--- src/rtl/bin_to_bcd_4_pkg.sv ---
// bin_to_bcd_4_pkg: shared sizes, limits and FSM encoding for the BCD converter
package bin_to_bcd_4_pkg;
  localparam int N_BITS       = 14;
  localparam int N_DIGITS     = 4;
  localparam int MAX_VAL      = 9999;
  localparam int SHIFT_CYCLES = N_BITS;
  typedef enum logic [1:0] {
    IDLE  = 2'd0,
    SHIFT = 2'd1,
    DONE  = 2'd2
  } state_e;
endpackage

--- src/rtl/bin_to_bcd_4_digit_adj.sv ---
// bcd_digit_adj: double-dabble nibble correction, adds 3 when the digit is 5 or more
module bcd_digit_adj (
  input  logic [3:0] d_i,
  output logic [3:0] d_o
);
  always_comb d_o = (d_i >= 4'd5) ? d_i + 4'd3 : d_i;
endmodule

--- src/rtl/bin_to_bcd_4.sv ---
// bin_to_bcd_4: serial double-dabble converter with saturation at MAX_VAL
// Display outputs only change on the DONE-to-IDLE edge, so the scratch is never visible.
module bin_to_bcd_4 #(
  parameter int N_BITS   = bin_to_bcd_4_pkg::N_BITS,
  parameter int N_DIGITS = bin_to_bcd_4_pkg::N_DIGITS,
  parameter int MAX_VAL  = bin_to_bcd_4_pkg::MAX_VAL
) (
  input  logic              clk,
  input  logic              rst,
  input  logic              start,
  input  logic [N_BITS-1:0] bin,
  input  logic [3:0]        dot_in,
  output logic              busy,
  output logic              done,
  output logic              ovf,
  output logic [3:0]        num3,
  output logic [3:0]        num2,
  output logic [3:0]        num1,
  output logic [3:0]        num0,
  output logic [3:0]        dot_out
);
  import bin_to_bcd_4_pkg::*;
  localparam int SW = 4 * N_DIGITS;
  localparam logic [N_BITS-1:0] MAX_V = N_BITS'(MAX_VAL);
  localparam logic [3:0] LAST = 4'(SHIFT_CYCLES - 1);
  state_e            state_q;
  logic [SW-1:0]     bcd_q;
  logic [SW-1:0]     bcd_adj;
  logic [N_BITS-1:0] sat_q;
  logic [3:0]        cnt_q;
  logic [3:0]        dot_q;
  logic              ovf_pend_q;
  logic              busy_q;
  logic              done_q;
  logic              ovf_q;
  logic [SW-1:0]     disp_q;
  logic [3:0]        dot_out_q;
  logic              over;
  always_comb over = bin > MAX_V;
  for (genvar d = 0; d < N_DIGITS; d++) begin : g_adj
    bcd_digit_adj u_adj (
      .d_i(bcd_q[4*d +: 4]),
      .d_o(bcd_adj[4*d +: 4])
    );
  end
  always_ff @(posedge clk) begin
    if (rst) begin
      state_q    <= IDLE;
      bcd_q      <= '0;
      sat_q      <= '0;
      cnt_q      <= '0;
      dot_q      <= '0;
      ovf_pend_q <= 1'b0;
      busy_q     <= 1'b0;
      done_q     <= 1'b0;
      ovf_q      <= 1'b0;
      disp_q     <= '0;
      dot_out_q  <= '0;
    end else begin
      done_q <= 1'b0;
      case (state_q)
        IDLE: if (start) begin
          sat_q      <= over ? MAX_V : bin;
          dot_q      <= dot_in;
          ovf_pend_q <= over;
          bcd_q      <= '0;
          cnt_q      <= '0;
          busy_q     <= 1'b1;
          state_q    <= SHIFT;
        end
        SHIFT: begin
          // MSB of the binary operand enters scratch bit 0 after correction
          {bcd_q, sat_q} <= {bcd_adj[SW-2:0], sat_q, 1'b0};
          cnt_q          <= cnt_q + 4'd1;
          if (cnt_q == LAST) state_q <= DONE;
        end
        DONE: begin
          disp_q    <= bcd_q;
          dot_out_q <= dot_q;
          ovf_q     <= ovf_pend_q;
          done_q    <= 1'b1;
          busy_q    <= 1'b0;
          state_q   <= IDLE;
        end
        default: state_q <= IDLE;
      endcase
    end
  end
  assign busy    = busy_q;
  assign done    = done_q;
  assign ovf     = ovf_q;
  assign num3    = disp_q[15:12];
  assign num2    = disp_q[11:8];
  assign num1    = disp_q[7:4];
  assign num0    = disp_q[3:0];
  assign dot_out = dot_out_q;
endmodule

--- config.mk ---
export PLATFORM = sky130hd
export DESIGN_NAME = bin_to_bcd_4
export DESIGN_NICKNAME = d
export VERILOG_FILES = /design/src/rtl/bin_to_bcd_4_pkg.sv /design/src/rtl/bin_to_bcd_4_digit_adj.sv /design/src/rtl/bin_to_bcd_4.sv
export SDC_FILE = /design/constraint.sdc
export NUM_CORES = 1
export LEC_CHECK = 0
export CORE_MARGIN = 4
export CORE_UTILIZATION = 43
export CTS_BUF_LIST = sky130_fd_sc_hd__clkbuf_8
export DETAILED_ROUTE_END_ITERATION = 10
export GPL_TIMING_DRIVEN = 0
export PLACE_DENSITY = 0.71
export SLEW_MARGIN = 20
export SYNTH_ARGS = -nofsm -noshare
export SYNTH_HDL_FRONTEND = slang
export SYNTH_SLANG_ARGS = --single-unit
--- constraint.sdc ---
create_clock -name clk -period 1.85 [get_ports clk]
set_input_delay 0.37 -clock clk [delete_from_list [all_inputs] [get_ports clk]]
set_output_delay 0.37 -clock clk [all_outputs]
set_load 0.1 [all_outputs]
==> metrics.cfg, run 1 <==
[pwr]
clkPwrFrac_pct=40.1
intPower_mw=2.166
leakagePower_nw=1.307
p_comb_share_pct=9.0
p_per_area_nw_per_um2=843.8
power.switching_mw=0.6696
irDropWorstVdd_uv=395.7
seqPwrFrac_pct=50.8
swShare_pct=23.61

[worst_hold_path]
hp-class=flip-flop to flip-flop
min_path_cells=2

[setup_path]
crit_path_max_incr_delay_ns=0.59
cpMostUsedCell=nor2_1
required_ns=2.08
critPathSlowestCell=clkdlybuf4s50_1
worst-r2r-cell-count=6
crit_arrival_ns=1.99
path_cells=clkdlybuf4s50_1, nor2_1, nor2_2, nor2_1, buf_2, a22o_1
crit_type=input pin to flip-flop
critPathLaunchType=input pin
crit_path_end_kind=flip-flop
crit_fanout=10

[global_route]
grt_max_degree=11
grt_overflow=0
grt_use_total_pct=16.46
grt_first_pass_wirelength_um=9722
antenna_found_initial=0
first_global_vias=2202

[yosys]
syn_area_um2=2616
synth_edf_count=0
synthTopCellsByCount=dfxtp_1, nor2_1, a22o_1, a21oi_1, nand2_1
yosysMostFrequentCell=dfxtp_1
synthTopCellsByArea=dfxtp_1, a22o_1, nor2_1, ha_1, a21oi_1
async_reset_ff_share_pct=0
synth_top_area_share_pct=48.97
synth_nets=303
yosysWarnings=0
synth.largest_area_cell=dfxtp_1
synthDistinctLibCells=40
ys_ff_latch=64
netlist_instances=272
synth_flop_cell=dfxtp_1
synth_seq_area_share_pct=48.97
synth.avg_cell_area_um2=9.619

[placement]
pre_cts_ws_ns=-0.3315
gp_congestion=0.7947
place_area_um2=3131
dp_hpwl_um=4025
io_buffers=42

[floorplanning]
num_rows=28
initial_utilization_pct=44.19
die_w_um=86
coreArea_um2=5921
io_pins=44
die_area_um2=7396
die_height_um=86

[finish]
n_fill_cell=558
area_growth_pct=28.46
drive_gt1_share_pct=17.52
antennaDiodeCount=0
final_util_pct=56.76
finalNetCount=358
design_area_um2=3361

[sta]
finalCritPeriodShare_pct=94.95
fin_skew_ns=0.006030
tightest_slew_ns=0.5524
slew_viol_final=0
final.min_clock_period_ns=1.757
timing.slew.headroom_pct=63.35
fin_tns_setup_ns=0
fmax_ghz=0.5693
rsz0062_at_grt=no
setup_slack_ns=0.09341
final-hold-violation-count=0
setup_viol=0

[clock_tree]
hold_buffers=0
cts_made_buffers=9
htree_levels=3
cts.sinks=64
cts_buffer_depth=2
cts_tree=built
insertion_delay_ns=0.34
ctsRootBufferMaster=clkbuf_8
clkTransAtPathRegs_ns=0.07

[detailed_routing]
via_count=2172
routed_via_density=5.350
avgRoutedWirePerCell_um=13.90
drtIter0Drc=92
route.detailed.drc=0
drt_pass1_iterations=4
postRouteAntennaNets=0
drt_wl_total_um=5643

[outcome]
run_status=completed

[run]
cap_violations=0

## layer usage
| layer | GRT usage [%] | up-vias | part of all wire, % |
|---|---|---|---|
| li1 | - | 1086 | - |
| met1 | 19.19 | 1025 | 46 |
| met2 | 27.61 | 57 | 47 |
| met3 | 6.244 | 4 | 6.2 |
| met4 | 5.612 | 0 | 0.71 |
| met5 | 0 | - | 0 |
## logic make-up after synthesis
group                    Yosys count  share of synthesized area [%]
AO/OA/AOI/OAI                     72                          20.76
XOR/XNOR                           6                          2.009
adder cells (fa/ha/maj)           10                          4.782
buffers and inverters             27                          4.687
flip-flops                        64                          48.97
multiplexers                       5                          1.961
AND/OR/NAND/NOR                   88                          16.83
## cell type report
| type | instances | area (µm²) | share of cell area (%) |
|---|---|---|---|
| inverters | 10 | 37.54 | 1.117 |
| plain buffers | 17 | 85.08 | 2.532 |
| well taps | 75 | 93.84 | 2.792 |
| repair buffers | 44 | 464.2 | 13.81 |
| clock buffers | 10 | 137.6 | 4.095 |
| flip-flops and latches | 64 | 1281 | 38.12 |
| multi-input cells | 181 | 1212 | 36.08 |
| clock inverters | 5 | 48.80 | 1.452 |
## worst paths after layout
check	startpoint	end	slack [ns]
worst max-delay path	start	bcd_q[14]	0.09
worst min-delay path	dot_q[0]	dot_q[0]	0.45
worst max register to register	state_q[0]	bcd_q[14]	0.27
worst min register to register	dot_q[0]	dot_q[0]	0.45
## what timing repair did
item	in CTS	in global routing
gates resized for setup	69	0
setup endpoints to repair	25	0
buffers inserted	2	0
## registers in the layout, indices dropped and copies added, names as in the netlist
register and cells:
state_q 2, disp_q 16, ovf_pend_q 1, cnt_q 4
ovf 1, dot_q 4, sat_q 14, bcd_q 16
busy 1, dot_out 4, done 1
## cells in the final DEF, fill, tap and decap left out, drive strengths merged, types with 2 or more instances in the layout
master         Yosys  layout
nor2b              2       2
nand3              7       7
inv               10      11
xnor2              4       4
dfxtp             64      64
mux2i              4       4
clkbuf             7      17
a22o              31      31
nor3b              2       2
nand2b             5       5
o21ai              8       8
a222oi             6       6
clkdlybuf4s50      0      19
xor2               2       2
ha                10      10
clkinv             0       3
nor4               4       4
nor2              39      39
a21oi             18      18
nor3               8       8
buf               10      12
nand2             12      12
nand4              2       2
or2                3       3
clkdlybuf4s15      0      23
o221a              3       3
## through the flow
step                std cells  hold slack, ns  power (mW)
CTS                       406          0.4576       2.862
global route              406          0.4876       2.953
detailed placement        389          0.4485       1.722
finish                    406          0.4531       2.836
floorplan                 272          0.4323       1.625
global placement          389          0.4430       1.719
## worst max-delay path: cells and delay by family
family | cells | cell delay [ns]
AND/OR/NAND/NOR | 3 | 0.56
AO/OA/AOI/OAI | 1 | 0.24
buffers and inverters | 2 | 0.81
## power by group through the flow
stage | sequential, mW | combinational (mW) | clock (mW)
5_1_grt | 1.45 | 0.286 | 1.22
2_1_floorplan | 1.48 | 0.146 | 0
3_5_place_dp | 1.47 | 0.251 | 0
4_1_cts | 1.44 | 0.258 | 1.16
6_report | 1.44 | 0.256 | 1.14
3_3_place_gp | 1.47 | 0.249 | 0
Power figures use the tool's default switching activity.
==> run 2, diff against run 1 <==
--- a/config.mk
+++ b/config.mk
@@ -5,13 +5,13 @@
 export SDC_FILE = /design/constraint.sdc
 export NUM_CORES = 1
 export LEC_CHECK = 0
-export CORE_MARGIN = 4
+export CORE_MARGIN = 2
 export CORE_UTILIZATION = 43
 export CTS_BUF_LIST = sky130_fd_sc_hd__clkbuf_8
 export DETAILED_ROUTE_END_ITERATION = 10
+export GPL_ROUTABILITY_DRIVEN = 0
 export GPL_TIMING_DRIVEN = 0
 export PLACE_DENSITY = 0.71
-export SLEW_MARGIN = 20
 export SYNTH_ARGS = -nofsm -noshare
 export SYNTH_HDL_FRONTEND = slang
 export SYNTH_SLANG_ARGS = --single-unit
==> run 2 against run 1 <==
Worst hold slack better by 0.0038 ns. Clock power is 9.6% lower. Total power is 3.7% lower. Worst setup slack better by 0.057 ns. Combinational power hardly changed. Flip-flop and latch count stayed put. Design area is 0.63% lower. Critical path depth stayed put. First-iteration DRC count is 6.5% higher. Die area is 9.1% lower. Core utilization hardly changed. Critical path type unchanged. Largest cell class unchanged. Highest routed layer unchanged.
==> metrics.cfg, run 2 (synthesis gave the netlist of run 1 again) <==
[clock_tree]
clkTransAtPathRegs_ns=0.07  ; about the same
cts_buffer_depth=2  ; unchanged
ctsRootBufferMaster=clkbuf_8  ; unchanged
insertion_delay_ns=0.34  ; about the same
cts.sinks=64  ; unchanged
cts_tree=built  ; unchanged
cts_made_buffers=9  ; unchanged
htree_levels=3  ; unchanged

[detailed_routing]
drtIter0Drc=98  ; was 92
avgRoutedWirePerCell_um=13.86  ; was 13.90 µm
drt_pass1_iterations=4  ; unchanged
via_count=2181  ; was 2172
route.detailed.drc=0  ; unchanged
routed_via_density=5.359  ; was 5.350
drt_wl_total_um=5643  ; unchanged
postRouteAntennaNets=0  ; unchanged

[placement]
dp_hpwl_um=3984  ; was 4025 µm
place_area_um2=3131  ; unchanged
io_buffers=42  ; unchanged

[setup_path]
required_ns=2.06  ; was 2.08 ns
crit_type=input pin to flip-flop  ; unchanged
crit_fanout=10  ; unchanged
crit_path_end_kind=flip-flop  ; unchanged
crit_start=start  ; unchanged
worstReg2RegStart=state_q[0]  ; unchanged
critPathSlowestCell=clkdlybuf4s50_1  ; unchanged
crit_path_max_incr_delay_ns=0.57  ; was 0.59 ns
crit_arrival_ns=1.90  ; was 1.99 ns
cpMostUsedCell=nor2_1  ; unchanged
critPathLaunchType=input pin  ; unchanged
path_cells=clkdlybuf4s50_1, nor2_1, or2_2, buf_2, a222oi_1, nor2_1  ; was clkdlybuf4s50_1, nor2_1, nor2_2, nor2_1, buf_2, a22o_1

[pwr]
clkPwrFrac_pct=37.7  ; was 40.1%
intPower_mw=2.031  ; was 2.166 mW
irDropWorstVdd_uv=496.5  ; was 395.7 µV
total_power_mw=2.730  ; was 2.836 mW
power.switching_mw=0.6992  ; was 0.6696 mW
seqPwrFrac_pct=52.8  ; was 50.8%
p_per_area_nw_per_um2=817.4  ; was 843.8 nW/µm²
leakagePower_nw=1.302  ; was 1.307 nW
swShare_pct=25.61  ; was 23.61%
p_comb_share_pct=9.5  ; was 9.0%

[global_route]
grt_first_pass_wirelength_um=9715  ; was 9722 µm
grt_overflow=0  ; unchanged
first_global_vias=2142  ; was 2202
grt_max_degree=11  ; unchanged
grt_use_total_pct=18.77  ; was 16.46%
antenna_found_initial=0  ; unchanged

[sta]
final-hold-violation-count=0  ; unchanged
finalCritPeriodShare_pct=91.86  ; was 94.95%
slew_viol_final=0  ; unchanged
fmax_ghz=0.5885  ; was 0.5693 GHz
setup_viol=0  ; unchanged
timing.slew.headroom_pct=63.31  ; was 63.35%
tightest_slew_ns=0.5530  ; was 0.5524 ns
rsz0062_at_grt=no  ; unchanged
final.min_clock_period_ns=1.699  ; was 1.757 ns
fin_skew_ns=0.007016  ; was 0.006030 ns
holdWs_ns=0.4570  ; was 0.4531 ns

[floorplanning]
die_area_um2=6724  ; was 7396 µm²
coreArea_um2=5886  ; was 5921 µm²
die_w_um=82  ; was 86 µm
initial_utilization_pct=44.45  ; was 44.19%
num_rows=28  ; unchanged
io_pins=44  ; unchanged
die_height_um=82  ; was 86 µm

[finish]
design_area_um2=3339  ; was 3361 µm²
multi_input_area_um2=1217  ; was 1212 µm²
area_growth_pct=27.64  ; was 28.46%
ff_latch_area_um2=1281  ; unchanged
antennaDiodeCount=0  ; unchanged
drive_gt1_share_pct=17.17  ; was 17.52%
finalNetCount=358  ; unchanged
top_regs=bcd_q x16, disp_q x16, sat_q x14  ; unchanged
final_cell_mix=dfxtp_1, nor2_1, a22o_1  ; unchanged
n_fill_cell=558  ; unchanged
mostFrequentLayoutCell=dfxtp_1  ; unchanged

[worst_hold_path]
hp-class=flip-flop to flip-flop  ; unchanged
min_from=dot_q[3]  ; was dot_q[0]

[outcome]
run_status=completed  ; unchanged

[run]
cap_violations=0  ; unchanged

run 2: cell types whose count changed in the layout (fill, tap and decap cells not counted):
cell             change
inv_1                +2
bufinv_16            -1
clkbuf_2             +1
clkdlybuf4s15_2      -1
clkinv_2             -1
clkinvlp_4           +1
nor2_2               -1
nor2_4               +1
run 2: power by group through the flow:
stage | registers (mW) | clock network, mW | logic, mW
after detailed placement | 1.47 | 0 | 0.253
after global routing | 1.44 | 1.11 | 0.291
after global placement | 1.47 | 0 | 0.249
final | 1.44 | 1.03 | 0.258
after floorplan | 1.48 | 0 | 0.146
after CTS | 1.44 | 1.04 | 0.253
run 2: area by class of cell:
| cell class | instances | area share, % |
|---|---|---|
| Clock inverter | 6 | 0.8617 |
| Tap cell | 75 | 2.810 |
| Inverter | 10 | 1.124 |
| Clock buffer | 10 | 4.121 |
| Sequential cell | 64 | 38.37 |
| Timing Repair Buffer | 44 | 13.71 |
| Buffer | 17 | 2.548 |
| Multi-Input combinational cell | 181 | 36.46 |
run 2: worst paths after layout:
kind              end  slack, ns  depth (start not counted)
max          sat_q[5]       0.15                          6
min          dot_q[3]       0.46                          2
max reg2reg       ovf       0.27                          4
min reg2reg  dot_q[3]       0.46                          2
run 2: critical path: cells and delay by family:
kind / cells / cell delay (ns)
AND/OR/NAND/NOR: 3 / 0.48
buffers and inverters: 2 / 0.76
AO/OA/AOI/OAI: 1 / 0.29
run 2: through the flow:
stage                     setup WS [ns]  utilization, %  TNS (ns)  instances
after floorplan                  0.4295               -         0        272
final                            0.1507           56.74         0        407
after CTS                       0.01329           56.48         0        405
after detailed placement        -0.3176           53.19    -4.936        389
after global placement          -0.3532           53.19    -5.000        389
after global routing            0.02684           56.74         0        407
run 2: timing repair:
item,4_1_cts,5_1_grt
setup buffers,0,2
gates cloned,0,0
gates resized for setup,68,2
setup endpoints to repair,23,13
pin swaps,0,0
endpoints found under the hold margin,0,0
hold buffers,0,0
run 2: metal layers:
metal  global-route usage [%]  vias up  wire length (µm)
li1                         -     1086                 -
met1                    22.84     1041              2707
met2                    32.52       46              2637
met3                    3.736        8               206
met4                    7.167        0                92
met5                        0        -                 0
==> run 3, diff against run 2 <==
--- a/config.mk
+++ b/config.mk
@@ -12,6 +12,7 @@
 export GPL_ROUTABILITY_DRIVEN = 0
 export GPL_TIMING_DRIVEN = 0
 export PLACE_DENSITY = 0.71
+export SLEW_MARGIN = 20
 export SYNTH_ARGS = -nofsm -noshare
 export SYNTH_HDL_FRONTEND = slang
 export SYNTH_SLANG_ARGS = --single-unit
==> results of run 3 <==
The final DEF is identical to that of run 2; final timing and power are the same.
